==> src/rtl/multicycle_control_unit.sv <==
// rtl/multicycle_control_unit.sv - multi-cycle MIPS32 controller FSM with memory wait-state timeout and opcode trap
module multicycle_control_unit #(
    parameter int ALU_FUNC_W  = 3,
    parameter int MEM_TIMEOUT = 15,
    parameter bit EXT_OPS     = 1'b1
) (
    input  logic                  clk_i,
    input  logic                  rst_ni,
    input  logic [5:0]            opc_i,
    input  logic [5:0]            func_i,
    input  logic                  aluZero_i,
    input  logic                  memReady_i,
    output logic                  memRead_o,
    output logic                  memWrite_o,
    output logic                  memIsInstr_o,
    output logic                  irWrite_o,
    output logic                  pcWrite_o,
    output logic [1:0]            pcSrc_o,
    output logic                  aluSrcA_o,
    output logic [1:0]            aluSrcB_o,
    output logic [ALU_FUNC_W-1:0] aluFunc_o,
    output logic                  bitXtend_o,
    output logic                  rfWriteEnable_o,
    output logic                  rfWriteAddrSel_o,
    output logic [1:0]            rfWriteDataSel_o,
    output logic                  instrDone_o,
    output logic                  invOpcode_o,
    output logic                  memTimeout_o,
    output logic                  halted_o,
    output logic [2:0]            state_o
);

    localparam logic [ALU_FUNC_W-1:0] ALU_ADD  = ALU_FUNC_W'(0);
    localparam logic [ALU_FUNC_W-1:0] ALU_SUB  = ALU_FUNC_W'(1);
    localparam logic [ALU_FUNC_W-1:0] ALU_AND  = ALU_FUNC_W'(2);
    localparam logic [ALU_FUNC_W-1:0] ALU_OR   = ALU_FUNC_W'(3);
    localparam logic [ALU_FUNC_W-1:0] ALU_SLT  = ALU_FUNC_W'(4);
    localparam logic [ALU_FUNC_W-1:0] ALU_XOR  = ALU_FUNC_W'(5);
    localparam logic [ALU_FUNC_W-1:0] ALU_SLTU = ALU_FUNC_W'(6);

    // A zero timeout still needs a one-bit counter so the logic stays well formed.
    localparam int               CNT_W   = (MEM_TIMEOUT > 0) ? $clog2(MEM_TIMEOUT + 1) : 1;
    localparam logic [CNT_W-1:0] CNT_MAX = CNT_W'(MEM_TIMEOUT);

    typedef enum logic [2:0] {
        S_IDLE   = 3'd0,
        S_FETCH  = 3'd1,
        S_DECODE = 3'd2,
        S_EXEC   = 3'd3,
        S_MEM    = 3'd4,
        S_WB     = 3'd5,
        S_TRAP   = 3'd7
    } state_t;

    typedef enum logic [3:0] {
        C_INV, C_R, C_IALU, C_LW, C_SW, C_BEQ, C_BNE, C_J, C_LUI
    } cls_t;

    state_t                  state_q, state_d;
    cls_t                    cls_q, cls_d, dec_cls;
    logic [ALU_FUNC_W-1:0]   alu_q, alu_d, dec_alu;
    logic                    zext_q, zext_d, dec_zext;
    logic [CNT_W-1:0]        cnt_q, cnt_d;
    logic                    inv_q, inv_d, to_q, to_d;
    logic                    timeout_hit;

    assign timeout_hit = (MEM_TIMEOUT != 0) && (cnt_q == CNT_MAX);

    // Instruction class, ALU op and extension mode from the raw IR fields.
    always_comb begin
        dec_cls  = C_INV;
        dec_alu  = ALU_ADD;
        dec_zext = 1'b0;
        unique case (opc_i)
            6'h00: begin
                dec_cls = C_R;
                unique case (func_i)
                    6'h20, 6'h21: dec_alu = ALU_ADD;
                    6'h22, 6'h23: dec_alu = ALU_SUB;
                    6'h24:        dec_alu = ALU_AND;
                    6'h25:        dec_alu = ALU_OR;
                    6'h2A:        dec_alu = ALU_SLT;
                    6'h26: begin dec_alu = ALU_XOR;  dec_cls = EXT_OPS ? C_R : C_INV; end
                    6'h2B: begin dec_alu = ALU_SLTU; dec_cls = EXT_OPS ? C_R : C_INV; end
                    default:      dec_cls = C_INV;
                endcase
            end
            6'h02: dec_cls = C_J;
            6'h04: dec_cls = C_BEQ;
            6'h05: dec_cls = C_BNE;
            6'h08, 6'h09: dec_cls = C_IALU;
            6'h0C: begin dec_cls = C_IALU; dec_alu = ALU_AND; dec_zext = 1'b1; end
            6'h0D: begin dec_cls = C_IALU; dec_alu = ALU_OR;  dec_zext = 1'b1; end
            6'h0A: begin dec_cls = EXT_OPS ? C_IALU : C_INV; dec_alu = ALU_SLT;  end
            6'h0B: begin dec_cls = EXT_OPS ? C_IALU : C_INV; dec_alu = ALU_SLTU; end
            6'h0E: begin dec_cls = EXT_OPS ? C_IALU : C_INV; dec_alu = ALU_XOR;  end
            6'h0F: dec_cls = EXT_OPS ? C_LUI : C_INV;
            6'h23: dec_cls = C_LW;
            6'h2B: dec_cls = C_SW;
            default: dec_cls = C_INV;
        endcase
    end

    // State register, latched instruction class, wait counter and sticky trap flags.
    always_ff @(posedge clk_i or negedge rst_ni) begin
        if (!rst_ni) begin
            state_q <= S_IDLE;
            cls_q   <= C_INV;
            alu_q   <= ALU_ADD;
            zext_q  <= 1'b0;
            cnt_q   <= '0;
            inv_q   <= 1'b0;
            to_q    <= 1'b0;
        end else begin
            state_q <= state_d;
            cls_q   <= cls_d;
            alu_q   <= alu_d;
            zext_q  <= zext_d;
            cnt_q   <= cnt_d;
            inv_q   <= inv_d;
            to_q    <= to_d;
        end
    end

    // Next state and datapath control; every strobe defaults low.
    always_comb begin
        state_d          = state_q;
        cls_d            = cls_q;
        alu_d            = alu_q;
        zext_d           = zext_q;
        cnt_d            = cnt_q;
        inv_d            = inv_q;
        to_d             = to_q;
        memRead_o        = 1'b0;
        memWrite_o       = 1'b0;
        memIsInstr_o     = 1'b0;
        irWrite_o        = 1'b0;
        pcWrite_o        = 1'b0;
        pcSrc_o          = 2'd0;
        aluSrcA_o        = 1'b0;
        aluSrcB_o        = 2'd0;
        aluFunc_o        = ALU_ADD;
        bitXtend_o       = 1'b0;
        rfWriteEnable_o  = 1'b0;
        rfWriteAddrSel_o = 1'b0;
        rfWriteDataSel_o = 2'd0;
        instrDone_o      = 1'b0;
        halted_o         = 1'b0;
        unique case (state_q)
            S_IDLE: begin
                state_d = S_FETCH;
                cnt_d   = '0;
            end
            S_FETCH: begin
                memRead_o    = 1'b1;
                memIsInstr_o = 1'b1;
                aluSrcB_o    = 2'd1;
                if (memReady_i) begin
                    irWrite_o = 1'b1;
                    pcWrite_o = 1'b1;
                    cnt_d     = '0;
                    state_d   = S_DECODE;
                end else if (timeout_hit) begin
                    to_d    = 1'b1;
                    state_d = S_TRAP;
                end else begin
                    cnt_d = cnt_q + CNT_W'(1);
                end
            end
            S_DECODE: begin
                aluSrcB_o = 2'd3;
                cls_d     = dec_cls;
                alu_d     = dec_alu;
                zext_d    = dec_zext;
                unique case (dec_cls)
                    C_INV: begin
                        inv_d   = 1'b1;
                        state_d = S_TRAP;
                    end
                    C_J: begin
                        pcWrite_o   = 1'b1;
                        pcSrc_o     = 2'd2;
                        instrDone_o = 1'b1;
                        cnt_d       = '0;
                        state_d     = S_FETCH;
                    end
                    C_LUI:   state_d = S_WB;
                    default: state_d = S_EXEC;
                endcase
            end
            S_EXEC: begin
                aluSrcA_o = 1'b1;
                unique case (cls_q)
                    C_R: begin
                        aluFunc_o = alu_q;
                        state_d   = S_WB;
                    end
                    C_IALU: begin
                        aluSrcB_o  = 2'd2;
                        aluFunc_o  = alu_q;
                        bitXtend_o = zext_q;
                        state_d    = S_WB;
                    end
                    C_LW, C_SW: begin
                        aluSrcB_o = 2'd2;
                        cnt_d     = '0;
                        state_d   = S_MEM;
                    end
                    C_BEQ, C_BNE: begin
                        aluFunc_o   = ALU_SUB;
                        pcWrite_o   = (cls_q == C_BEQ) ? aluZero_i : !aluZero_i;
                        pcSrc_o     = 2'd1;
                        instrDone_o = 1'b1;
                        cnt_d       = '0;
                        state_d     = S_FETCH;
                    end
                    default: state_d = S_TRAP;
                endcase
            end
            S_MEM: begin
                memRead_o  = (cls_q == C_LW);
                memWrite_o = (cls_q == C_SW);
                if (memReady_i) begin
                    cnt_d = '0;
                    if (cls_q == C_SW) begin
                        instrDone_o = 1'b1;
                        state_d     = S_FETCH;
                    end else begin
                        state_d = S_WB;
                    end
                end else if (timeout_hit) begin
                    to_d    = 1'b1;
                    state_d = S_TRAP;
                end else begin
                    cnt_d = cnt_q + CNT_W'(1);
                end
            end
            S_WB: begin
                rfWriteEnable_o  = 1'b1;
                rfWriteAddrSel_o = (cls_q == C_R);
                rfWriteDataSel_o = (cls_q == C_LW) ? 2'd1 : ((cls_q == C_LUI) ? 2'd2 : 2'd0);
                instrDone_o      = 1'b1;
                cnt_d            = '0;
                state_d          = S_FETCH;
            end
            S_TRAP: halted_o = 1'b1;
            default: state_d = S_TRAP;
        endcase
    end

    assign invOpcode_o  = inv_q;
    assign memTimeout_o = to_q;
    assign state_o      = state_q;

endmodule

==> config.mk <==
export PLATFORM = sky130hd
export DESIGN_NAME = multicycle_control_unit
export DESIGN_NICKNAME = d
export VERILOG_FILES = /design/src/rtl/multicycle_control_unit.sv
export SDC_FILE = /design/constraint.sdc
export NUM_CORES = 1
export LEC_CHECK = 0
export ABC_AREA = 1
export CAP_MARGIN = 20
export CORE_ASPECT_RATIO = 0.75
export CORE_MARGIN = 2
export CORE_UTILIZATION = 53
export CTS_BUF_LIST = sky130_fd_sc_hd__clkbuf_4 sky130_fd_sc_hd__clkbuf_8
export CTS_CLUSTER_DIAMETER = 150
export DETAILED_ROUTE_END_ITERATION = 10
export PLACE_DENSITY = 0.93
export SETUP_SLACK_MARGIN = 0.5
export SLEW_MARGIN = 20
export SYNTH_ARGS = -nofsm -noshare
export SYNTH_HDL_FRONTEND = slang
export SYNTH_SLANG_ARGS = --single-unit
==> constraint.sdc <==
create_clock -name clk_i -period 2.7 [get_ports clk_i]
set_clock_uncertainty 0.15 [all_clocks]
set_input_delay 0.27 -clock clk_i [delete_from_list [all_inputs] [get_ports clk_i]]
set_output_delay 0.27 -clock clk_i [all_outputs]
set_load 0.01 [all_outputs]
### Word-level counts from Yosys, hierarchy flattened

Index checks and enable logic that the tools add are counted.

| word-level totals | value |
|---|---|
| register bits | 17 |
| latch bits | 0 |
| bits in writable memories | 0 |
| bits in read-only memories | 0 |
| input port bits | 16 |
| output and inout bits | 25 |
| logic and storage cells | 115 |
| memories | 0 |

| operators by class | value |
|---|---|
| $add $sub $neg | 1 |
| $mul | 0 |
| div/mod/pow operators | 0 |
| order comparisons | 0 |
| equality and inequality tests | 41 |
| shifts and indexed selects | 0 |
| mux-type cells | 46 |
| bitwise operators | 1 |
| reductions and logical operators | 19 |

Operator list:

| operator | count |
|---|---|
| == test 6 bit, second input constant | 11 |
| case mux 3 bit (6 select lines) | 3 |
| == test 6 x 4 -> 1 bit, second input constant | 8 |
| case mux 4 bit (8 select lines) | 1 |
| two-way mux 1 bit | 19 |
| case mux 3 bit (3 select lines) | 2 |
| == test 4 x 3 -> 1 bit, second input constant | 4 |
| two-way mux 4 bit | 4 |
| case mux 4 bit (4 select lines) | 1 |
| two-way mux 3 bit | 5 |
| OR reduction 2 bit | 7 |
| == test 4 bit, second input constant | 3 |
| == test 6 x 3 -> 1 bit, second input constant | 2 |
| two-way mux 2 bit | 5 |
| == test 3 bit, second input constant | 3 |
| OR reduction 9 bit | 1 |
| == test 4 x 2 -> 1 bit, second input constant | 2 |
| OR reduction 7 bit | 1 |
| == test 3 x 2 -> 1 bit, second input constant | 2 |
| == test 6 x 2 -> 1 bit, second input constant | 1 |
| zero test 6 bit | 1 |
| case mux 2 bit (3 select lines) | 1 |
| case mux 3 bit (2 select lines) | 1 |
| adder 4 x 1 -> 4 bit, second input constant | 1 |
| 18 further kinds | 19 |

### Depth between registers and ports, before layout

Gate-level depths: netlist of run 1.

| depth | value |
|---|---|
| word-level depth | 7 |
| mapped depth | 11 |
| gate-level depth less buffers | 11 |

### Worst setup path after synthesis of run 1

No wires, ideal clock.

| path | value |
|---|---|
| path kind | register to output |
| from | register state_q[1] (netlist: state_o[1]) |
| to | output port pcWrite_o |
| arrival time | 1,422 ps |
| data required time | 2,280 ps |
| path slack | 858 ps |
| stages on the path, launching flop included | 6 |
| buffers on the path | 0 |
| cells stage by stage | dfrtp_1 -> nor3_4 -> inv_1 -> nor2_1 -> o22ai_1 -> inv_1 |

| between the ends | value |
|---|---|
| word-level cells in the longest chain between the ends | 2 |
| elaborated cells between the ends (all ways) | 4 |
| those cells by class | eq/ne (3); mux (1) |

RTL lines:

| what | line | text |
|---|---|---|
| start, declared | 59 | `state_t state_q, state_d;` |
| start signal, assigned | 115 | `state_q <= state_d;` |
| == test 3 x 2 -> 1 bit / == test 3 x 1 -> 1 bit (equally long branches) | 149 | `unique case (state_q)` |
| case mux 1 bit (3 select lines) (*) | 149 |  |
| end, declared | 17 | `output logic pcWrite_o,` |

Mark *: on every way between the ends. The rest lies on a longest branch, timed or not.

### Worst setup path after layout of run 1

| path | value |
|---|---|
| from | input port func_i[2] |
| to | output port pcSrc_o[1] |

| between the ends | value |
|---|---|
| word-level cells in the longest chain between the ends | 7 |
| elaborated cells between the ends (all ways) | 15 |
| those cells by class | eq/ne (10); mux (4); reduce/logical (1) |

RTL lines:

| what | line | text |
|---|---|---|
| start, declared | 10 | `input logic [5:0] func_i,` |
| == test 6 bit | 77 | `unique case (func_i)` |
| OR reduction 9 bit (no source line) (*) | -- |  |
| two-way mux 1 bit (*) | 77 |  |
| case mux 4 bit (8 select lines) (*) | 74 | `unique case (opc_i)` |
| == test 4 x 3 -> 1 bit (*) | 175 | `unique case (dec_cls)` |
| two-way mux 2 bit (*) | 175 |  |
| case mux 2 bit (2 select lines) (*) | 149 |  |
| end, declared | 18 | `output logic [1:0] pcSrc_o,` |

Marks and branches as above.

==> results of run 1 <==
## where the power goes
group          total (W)  internal, W  switching, W
sequential      0.000255     0.000255   0.000000398
combinational  0.0000730    0.0000313     0.0000417
clock           0.000157    0.0000678     0.0000892
## critical path, cell delays in order
cell,delay (ps)
clkdlybuf4s50_1,490
inv_2,50
nor2_2,170
nand2_1,120
nor2_2,140
nor2_1,70
nand2_1,60
nand2_1,80
nand2_1,110
nand3_2,90
nor2_1,140
buf_2,140
## per-layer routing
metal	part of all wire, %	up-vias	wire length, um	GRT usage (%)
li1	-	909	-	-
met5	0	-	0	0
met3	12	49	650	6.70
met2	44	173	2450	47.7
met4	5.5	0	302	13.8
met1	38	861	2110	42.6
## per-stage QoR
stage               total power (W)  setup WS [ps]  cell area [sq um]  std cells  hold WS [ps]
floorplan                  0.000285            858               1460        235          -176
global placement           0.000323            110               1930        314           300
detailed placement         0.000324           35.2               1930        314           310
CTS                        0.000470            361               2090        332           292
global route               0.000503            197               2230        342           338
finish                     0.000485            328               2230        342           247
## synth_stat cells (3+ instances only)
cell	instances
nand3_1	17
dfrtp_1	17
nand2_2	3
inv_2	3
nor2_1	40
inv_1	32
nor3_1	11
o21ai_0	14
nand2_1	63
ha_1	3
o21ai_1	3
nand4_1	5
## kinds of logic after synthesis
| family | synth area share (%) |
|---|---|
| simple gates | 46.4 |
| buf+inv | 9.80 |
| compound gates | 11.4 |
| flops | 29.2 |
| fa+ha+maj | 2.58 |
| xor+xnor | 0.602 |
## registers in the layout, summed over array words and instances, names as in the netlist
| signal | count |
|---|---|
| alu_q | 3 |
| cls_q | 4 |
| cnt_q | 4 |
| invOpcode_o | 1 |
| memTimeout_o | 1 |
| state_o | 3 |
| zext_q | 1 |
## cell type report
class / instances / share of cell area (%)
Tap cell: 36 / 2.02
Clock buffer: 4 / 1.35
Inverter: 36 / 6.39
Sequential cell: 17 / 19.3
Timing Repair Buffer: 68 / 27.3
Multi-Input combinational cell: 181 / 43.6
## timing repair
| item | in CTS | in global routing |
|---|---|---|
| pin swaps | 4 | 12 |
| gates cloned | 0 | 0 |
| setup endpoints to repair | 16 | 9 |
| resized for setup | 36 | 30 |
| buffers inserted | 14 | 10 |
## worst min path at each step
stage                       startpoint           end  slack, ps  cells past startpoint
after floorplan                 rst_ni      alu_q[0]       -180                      0
after global placement    memTimeout_o  memTimeout_o        300                      2
after detailed placement  memTimeout_o  memTimeout_o        310                      2
after CTS                       rst_ni      cnt_q[3]        290                      1
after global routing            rst_ni      cnt_q[3]        340                      1
final                           rst_ni    state_o[0]        250                      1
## cells in the final DEF (no fill, tap or decap), drive strengths merged
cell type	netlist	routed
a31oi	2	2
dlygate4sd2	0	13
clkdlybuf4s15	0	1
nor3b	1	1
nand2	66	66
buf	1	29
o41ai	1	1
dfrtp	17	17
clkdlybuf4s50	0	17
clkbuf	0	5
nand4	5	5
o2111ai	2	2
and3	1	1
o31ai	1	1
ha	3	3
a21oi	2	2
xnor2	1	1
inv	36	36
dlymetal6s2s	0	7
o22ai	1	1
o21ai	19	19
nand3	19	19
nor4	1	1
nor2	44	44
nor3	12	12
==> results.toml, run 1 <==
[detailed_routing]
detail_route.iter0.violations = 375
vias = 1992
drtPass1Iterations = 7
drc = 0
final_antenna_net_count = 0
vias_per_cell = 5.82
totalWireLength_um = 5510
wl_per_cell_um = 16.1

[synthesis]
synth_flop_cell = "dfrtp_1"
synth-seq-cells = 17
yosysTopAreaCell = "dfrtp_1"
synth.area.top_cells = "dfrtp_1 (29%), nand2_1 (16%), nor2_1 (10%), inv_1 (8.3%), nand3_1 (5.8%)"
synth.net_count = 254
syn_avg_cell_area_sq_um = 6.19
syn_area_sq_mm = 0.00146
syn_inst = 235
ys_types = 30
ys_warn_count = 0
synth_edf_count = 0
async_reset_ff_share_pct = 100
yosysSeqAreaShare_pct = 29.2
yosysTopAreaCellShare_pct = 29.2

[final_layout]
multiInputGateArea_sq_um = 973
synthToLayoutAreaGrowth_pct = 53.3
finalNetCount = 326
final_util_pct = 85.7
drive_gt1_share_pct = 24.8
diodes = 0
ff_latch_area_sq_um = 430
nFillCells = 149

[global_route]
grt_pass1_wl_um = 7730
grt_use_total_pct = 31.2
grt_overflow = 0
grt_max_degree = 18
antenna_found_initial = 0
grt_pass1_vias = 1705

[setup_path]
crit_path_end_kind = "primary output"
rrSetupSlack_ps = 840
path_max_fanout = 3
rr_endpoint = "cnt_q[3]"
timing.rr.start = "state_o[0]"
critPathArrivalTime_ps = 1950
start_kind = "input pin"
setup.worst_path.class = "in -> out"
worstPathRequired_ps = 2280
endpoint = "pcSrc_o[1]"
reg2regPathDepth = 9
cp-startpoint = "func_i[2]"

[clock_network]
clock-sinks = 17
clock_path_buffers = 2
root_buffer = "clkbuf_4"
numCtsBuffers = 3
clk_latency_ps = 310
cts-htree-levels = 1
hold_buffers = 0
cts_tree = "yes"
path_clk_slew_ps = 110

[timing]
finalWorstPathRequiredPeriod_ps = 2370
setup_tns_ps = 0
worstMarginPinSlew_ps = 780
max_freq_ghz = 0.422
hold_violations = 0
max-slew-margin-rel_pct = 47.8
rsz0062_at_grt = "yes"
setup_viol = 0
slew_violations = 0
fin_crit_sh_pct = 87.9

[placed_design]
io_buffers = 40
hpwl_um = 3000
gp_congestion = 0.963

[floorplan]
initial_utilization_pct = 55.9
die_area_sq_mm = 0.00319
die_h_um = 49.4
core.rowCount = 16
core_sq_mm = 0.00260
chipWidth_um = 64.5
boundaryPins = 41

[min_path]
min-delay-path-class = "in -> async"

[power_and_ir_drop]
p_leak_nw = 1.15
power_density_mw_per_mm2 = 217
peakVddDrop_mv = 0.221

[job]
drv_cap = 0

[run_status]
run_status = "finished, final reports clean"
No activity file was read; power rests on OpenSTA's default activity.
==> inputs of run 2 (changes only) <==
--- a/config.mk
+++ b/config.mk
@@ -6,14 +6,15 @@
 export NUM_CORES = 1
 export LEC_CHECK = 0
 export ABC_AREA = 1
+export ABC_CLOCK_PERIOD_IN_PS = 2490
 export CAP_MARGIN = 20
 export CORE_ASPECT_RATIO = 0.75
 export CORE_MARGIN = 2
-export CORE_UTILIZATION = 53
+export CORE_UTILIZATION = 49
 export CTS_BUF_LIST = sky130_fd_sc_hd__clkbuf_4 sky130_fd_sc_hd__clkbuf_8
 export CTS_CLUSTER_DIAMETER = 150
 export DETAILED_ROUTE_END_ITERATION = 10
-export PLACE_DENSITY = 0.93
+export PLACE_DENSITY = 0.88
 export SETUP_SLACK_MARGIN = 0.5
 export SLEW_MARGIN = 20
 export SYNTH_ARGS = -nofsm -noshare
==> constraint.sdc (replaced) <==
create_clock -name clk_i -period 2.49 [get_ports clk_i]
set_clock_uncertainty 0.15 [all_clocks]
set_input_delay 0.249 -clock clk_i [delete_from_list [all_inputs] [get_ports clk_i]]
set_output_delay 0.249 -clock clk_i [all_outputs]
set_load 0.01 [all_outputs]
==> run 2 against run 1 <==
Net effect: wire length decreased by 7.4%; setup slack improved by 150 ps; global-route usage decreased by 2.6 points.
==> results.toml, run 2 (synthesis results as in run 1) <==
[run_status]
run_status = "finished, final reports clean"

[global_route]
grt_use_total_pct = 28.6
grt_pass1_wl_um = 7420
antenna_found_initial = 0
grt_overflow = 0
grt_max_degree = 18
grt_pass1_vias = 1721

[clock_network]
cts_tree = "yes"
cts-htree-levels = 1
clock_path_buffers = 2
root_buffer = "clkbuf_8"
clk_latency_ps = 260
numCtsBuffers = 3
path_clk_slew_ps = 70
hold_buffers = 0
clock-sinks = 17

[floorplan]
boundaryPins = 41
core.rowCount = 17
die_h_um = 51.2
die_area_sq_mm = 0.00343
initial_utilization_pct = 50.3
chipWidth_um = 66.9
core_sq_mm = 0.00289

[detailed_routing]
detail_route.iter0.violations = 169
wl_per_cell_um = 14.5
totalWireLength_um = 5100
vias = 1937
drtPass1Iterations = 5
drc = 0
final_antenna_net_count = 0
vias_per_cell = 5.50

[final_layout]
top_regs = "cls_q: 4 flops, cnt_q: 4 flops"
diodes = 0
drive_gt1_share_pct = 34.4
final_common_cell = "nand2_1"
final_util_pct = 80.6
finalNetCount = 334
multiInputGateArea_sq_mm = 0.00101
synthToLayoutAreaGrowth_pct = 60.3
nFillCells = 200
layout_common_cells = "nand2_1 (52), buf_4 (36), nor2_1 (26)"
ff_latch_area_sq_um = 430

[timing]
max_freq_ghz = 0.496
rsz0062_at_grt = "yes"
finalWorstPathRequiredPeriod_ps = 2010
worstMarginPinSlew_ps = 778
finalWorstSetupSlack_ps = 475
setup_viol = 0
slew_violations = 0
hold_violations = 0
setup_tns_ps = 0
fin_crit_sh_pct = 80.9
max-slew-margin-rel_pct = 48.0

[min_path]
min-delay-path-class = "in -> async"

[setup_path]
crit_top_cell = "buf_4"
cpLargestDelayFamily = "buffers and inverters"
max_stage_delay_ps = 450
crit_chain = "inv_4 > nand2_2 > nor2_4 > buf_4 > buf_4 > nand3_2 > nor2_1 > buf_2"
path_max_fanout = 6
setup.worst_path.class = "reg -> out"
worstPathRequired_ps = 2090
slowest_stage = "dfrtp_2"
critPathArrivalTime_ps = 1620
path_buf_inv = 4
crit_path_end_kind = "primary output"
start_kind = "flop"

[placed_design]
hpwl_um = 3320
gp_congestion = 0.927
post-place-ws_ps = -72.5
io_buffers = 40

[job]
drv_cap = 0

[power_and_ir_drop]
peakVddDrop_mv = 0.314
power_density_mw_per_mm2 = 252
p_leak_nw = 1.24
[run 2: changes by cell type in the layout (fill, tap and decap cells not counted), moves of 4 or more]
cell	delta
clkdlybuf4s50_1	-8
nand2_1	-8
buf_4	+10
nor2_1	-5
nand2_2	+7
dlymetal6s2s_1	+4
nor2_2	+7
[run 2: through the flow]
step	std cells	hold WS (ps)	total power (W)	cell area [sq um]
4_1_cts	342	302	0.000577	2150
3_5_place_dp	327	303	0.000360	2010
5_1_grt	352	345	0.000615	2330
6_report	352	293	0.000588	2330
3_3_place_gp	327	302	0.000359	2010
2_1_floorplan	235	-197	0.000309	1460
[run 2: cell type report]
| class | count | area share (%) |
|---|---|---|
| Clock buffer | 4 | 2.09 |
| Inverter | 36 | 6.01 |
| Multi-Input combinational cell | 181 | 43.4 |
| Sequential cell | 17 | 18.5 |
| Tap cell | 38 | 2.04 |
| Timing Repair Buffer | 76 | 28.0 |
[run 2: worst paths after layout]
check                          endpoint  slack, ps          from  cells after the start
max                          pcSrc_o[1]        480    state_o[2]                      8
min                          state_o[0]        290        rst_ni                      1
max reg2reg                    cnt_q[0]        740      cls_q[2]                      9
min reg2reg                memTimeout_o        320  memTimeout_o                      2
max in group asynchronous      cls_q[3]       1350        rst_ni                      1
min in group clk_i         memTimeout_o        320  memTimeout_o                      2
[run 2: per-layer routing]
layer	share of wire [%]	vias to the layer above	GRT usage (%)
met5	0	-	0
met4	2.3	0	9.18
met2	48	97	49.5
met3	6.7	12	2.86
li1	-	921	-
met1	43	907	37.6
[run 2: what timing repair did]
item / in CTS / in global routing
endpoints found under the setup margin: 20 / 13
pin swaps: 8 / 17
buffers inserted: 11 / 10
resized for setup: 50 / 50
[run 2: power by group]
group          internal (W)  total (W)  switching [W]
logic             0.0000427  0.0000937      0.0000510
registers          0.000276   0.000277    0.000000512
clock network      0.000125   0.000218      0.0000933
total              0.000444   0.000588       0.000145
==> inputs of run 3 (changes only) <==
--- a/config.mk
+++ b/config.mk
@@ -6,7 +6,7 @@
 export NUM_CORES = 1
 export LEC_CHECK = 0
 export ABC_AREA = 1
-export ABC_CLOCK_PERIOD_IN_PS = 2490
+export ABC_CLOCK_PERIOD_IN_PS = 2000
 export CAP_MARGIN = 20
 export CORE_ASPECT_RATIO = 0.75
 export CORE_MARGIN = 2
==> constraint.sdc (replaced) <==
create_clock -name clk_i -period 2 [get_ports clk_i]
set_clock_uncertainty 0.15 [all_clocks]
set_input_delay 0.2 -clock clk_i [delete_from_list [all_inputs] [get_ports clk_i]]
set_output_delay 0.2 -clock clk_i [all_outputs]
set_load 0.01 [all_outputs]
==> run 3 against run 2 <==
Net effect: the flow now stops in global routing; area after synthesis unchanged; synthesized cell count unchanged.
==> results.toml, run 3 <==
[run_status]
run_status = "aborted with a tool error"
lastStage = "global routing"
error_line = "[ERROR DPL-0038] Utilization greater than 100%, impossible to legalize"

[floorplan]
boundaryPins = 41
initial_utilization_pct = 50.3
core.rowCount = 17
die_h_um = 51.2
chipWidth_um = 66.9

[placed_design]
gp_congestion = 0.950
io_buffers = 40
hpwl_um = 3700

[synthesis]
yosysTopAreaCell = "dfrtp_1"
yosysSeqAreaShare_pct = 29.2
async_reset_ff_share_pct = 100
synth.net_count = 254
syn_avg_cell_area_sq_um = 6.19
ys_types = 30
yosysTopAreaCellShare_pct = 29.2
ys_warn_count = 0
synth-seq-cells = 17
yosysMostFrequentCell = "nand2_1"
synth_edf_count = 0
syn_area_sq_mm = 0.00146
syn_inst = 235
synth.area.top_cells = "dfrtp_1 (29%), nand2_1 (16%), nor2_1 (10%), inv_1 (8.3%), nand3_1 (5.8%)"
synth_commonest_cells = "nand2_1 (63), nor2_1 (40), inv_1 (32), dfrtp_1 (17), nand3_1 (17)"
synth_flop_cell = "dfrtp_1"

[clock_network]
cts-htree-levels = 1
numCtsBuffers = 3
clock_path_buffers = 2
clock-sinks = 17
hold_buffers = 0
root_buffer = "clkbuf_8"

[timing]
worst_endpoint_kind = "primary output"
crit_endpoint = "halted_o"

[global_route]
grt_max_degree = 18
==> run 3: cells by family after synthesis <==
group           synth area share, %
simple gates                   46.4
buf+inv                        9.80
compound gates                 11.4
flops                          29.2
fa+ha+maj                      2.58
xor+xnor                      0.602
==> run 3: repair_timing <==
| action | in CTS |
|---|---|
| endpoints found under the setup margin | 38 |
| buffers inserted | 30 |
| pin swaps | 31 |
| gates resized for setup | 183 |
==> run 3: stage by stage <==
stage | std cells | worst slack, ps | setup TNS, ps | instance area, sq um
2_1_floorplan | 235 | 426 | 0 | 1470
3_3_place_gp | 360 | -396 | -1000 | 2290
3_5_place_dp | 360 | -431 | -1130 | 2290
4_1_cts | 394 | 162 | 0 | 2690
==> inputs of run 4 (changes only) <==
==> config.mk (replaced) <==
export PLATFORM = sky130hd
export DESIGN_NAME = multicycle_control_unit
export DESIGN_NICKNAME = d
export VERILOG_FILES = /design/src/rtl/multicycle_control_unit.sv
export SDC_FILE = /design/constraint.sdc
export NUM_CORES = 1
export LEC_CHECK = 0
export ABC_AREA = 1
export ABC_CLOCK_PERIOD_IN_PS = 2000
export CAP_MARGIN = 20
export CORE_MARGIN = 2
export CORE_UTILIZATION = 40
export DETAILED_ROUTE_END_ITERATION = 10
export PLACE_DENSITY_LB_ADDON = 0.15
export SLEW_MARGIN = 20
export SYNTH_ARGS = -nofsm -noshare
export SYNTH_HDL_FRONTEND = slang
export SYNTH_SLANG_ARGS = --single-unit
==> run 4 against run 3 <==
Net effect: the flow now finishes, with violations (negative setup slack).
==> results.toml, run 4 (synthesis results as in run 1) <==
[run_status]
run_status = "complete, but fails checks"
violations = "negative setup slack"

[clock_network]
root_buffer = "clkbuf_4"
cts_tree = "yes"
clock-sinks = 17
clk_latency_ps = 290
numCtsBuffers = 3
clock_path_buffers = 2
path_clk_slew_ps = 100
cts-htree-levels = 1
hold_buffers = 0

[setup_path]
path_max_fanout = 4
slowest_stage = "dfrtp_2"
crit_chain = "buf_6 > nor2_4 > buf_4 > nand2_2 > xnor2_2 > o21ai_1 > o22ai_1 > inv_1 > buf_2"
critPathArrivalTime_ps = 1720
max_stage_delay_ps = 420
worstPathRequired_ps = 1650
crit_path_end_kind = "primary output"
setup.worst_path.class = "reg -> out"
start_kind = "flop"
reg2regPathDepth = 12
rr_endpoint = "cnt_q[0]"
rrSetupSlack_ps = 110
timing.rr.start = "cls_q[3]"

[detailed_routing]
vias = 1951
final_antenna_net_count = 0
detail_route.iter0.violations = 91
drtPass1Iterations = 4
totalWireLength_um = 4890
wl_per_cell_um = 12.5
vias_per_cell = 4.98
drc = 0

[final_layout]
top_regs = "cls_q: 4 flops, cnt_q: 4 flops"
fin_cells = 392
final_common_cell = "buf_4"
diodes = 0
final_util_pct = 73.0
layout_common_cells = "buf_4 (67), nand2_1 (56), inv_1 (29)"
synthToLayoutAreaGrowth_pct = 71.5
finalNetCount = 366
drive_gt1_share_pct = 37.6

[timing]
max-slew-margin-rel_pct = 81.3
max_freq_ghz = 0.483
finalWorstSetupSlack_ps = -71.4
setup_viol = 3
worstMarginPinSlew_ps = 279
hold_slack_ps = 74.8
rsz0062_at_grt = "yes"
slew_violations = 0
hold_violations = 0
fin_crit_sh_pct = 104
finalWorstPathRequiredPeriod_ps = 2070

[global_route]
grt_pass1_vias = 1769
met1_usage_pct = 29.1
grt_max_degree = 18
grt_pass1_wl_um = 7470
gr-usage-met2_pct = 40.0
grt_busiest_layer = "met2"
grt_overflow = 0
antenna_found_initial = 0
grt_use_total_pct = 22.9
grtUsageMet3_pct = 3.70

[placed_design]
place_inst = 373
gp_congestion = 0.898
hpwl_um = 3480
io_buffers = 40

[floorplan]
core.rowCount = 21
die_area_sq_mm = 0.00414
initial_utilization_pct = 42.6
boundaryPins = 41
chipWidth_um = 64.3
core_sq_mm = 0.00342
die_h_um = 64.3

[job]
drv_cap = 0

[power_and_ir_drop]
peakVddDrop_mv = 0.308
power_density_mw_per_mm2 = 264
p_total_w = 0.000658
p_leak_nw = 1.32

[min_path]
min-delay-path-class = "in -> async"
run 4: critical path: cells and delay by family, from the launching register on:
family | cells | cell delay [ps]
and+or+nand+nor | 2 | 190
xor gates and xnor gates | 1 | 160
DFF | 1 | 420
AOI/OAI and AO/OA | 2 | 210
buffers and inverters | 4 | 450
run 4: final cells by class:
class	instances	area, sq um
fill	278	921
tap	46	57.6
sequential	17	428
multi-input combinational	181	980
clock buffer	4	26.3
timing repair buffer	108	863
inverter	36	140
run 4: power by group:
part	switching [W]	internal, W
sequential	0.000000125	0.000344
combinational	0.0000609	0.0000623
clock	0.000113	0.0000776
run 4: how the worst max path moves through the flow:
stage	slack (ps)	cells past startpoint	end	from
floorplan	230	5	pcWrite_o	state_o[1]
global placement	-420	12	pcSrc_o[1]	func_i[2]
detailed placement	-470	12	pcSrc_o[1]	func_i[2]
CTS	-130	13	pcSrc_o[1]	func_i[5]
global route	-180	9	pcWrite_o	cls_q[3]
finish	-70	9	pcWrite_o	cls_q[3]
run 4: metal layers:
layer | part of all wire, % | wire (um)
met1 | 45 | 2190
met2 | 49 | 2420
met3 | 3.7 | 181
met4 | 2.0 | 99
met5 | 0 | 0
run 4: per-stage QoR:
stage	instance area (sq um)	worst slack, ps	TNS (ps)
detailed placement	2310	-470	-1130
global route	2490	-182	-695
finish	2490	-71.4	-134
floorplan	1460	228	0
CTS	2370	-125	-187
global placement	2310	-423	-1090
run 4: what timing repair did:
item	CTS	global route
setup endpoints to repair	19	15
hold endpoints to repair	0	0
pin swaps	2	20
resized for setup	47	52
setup buffers	6	9
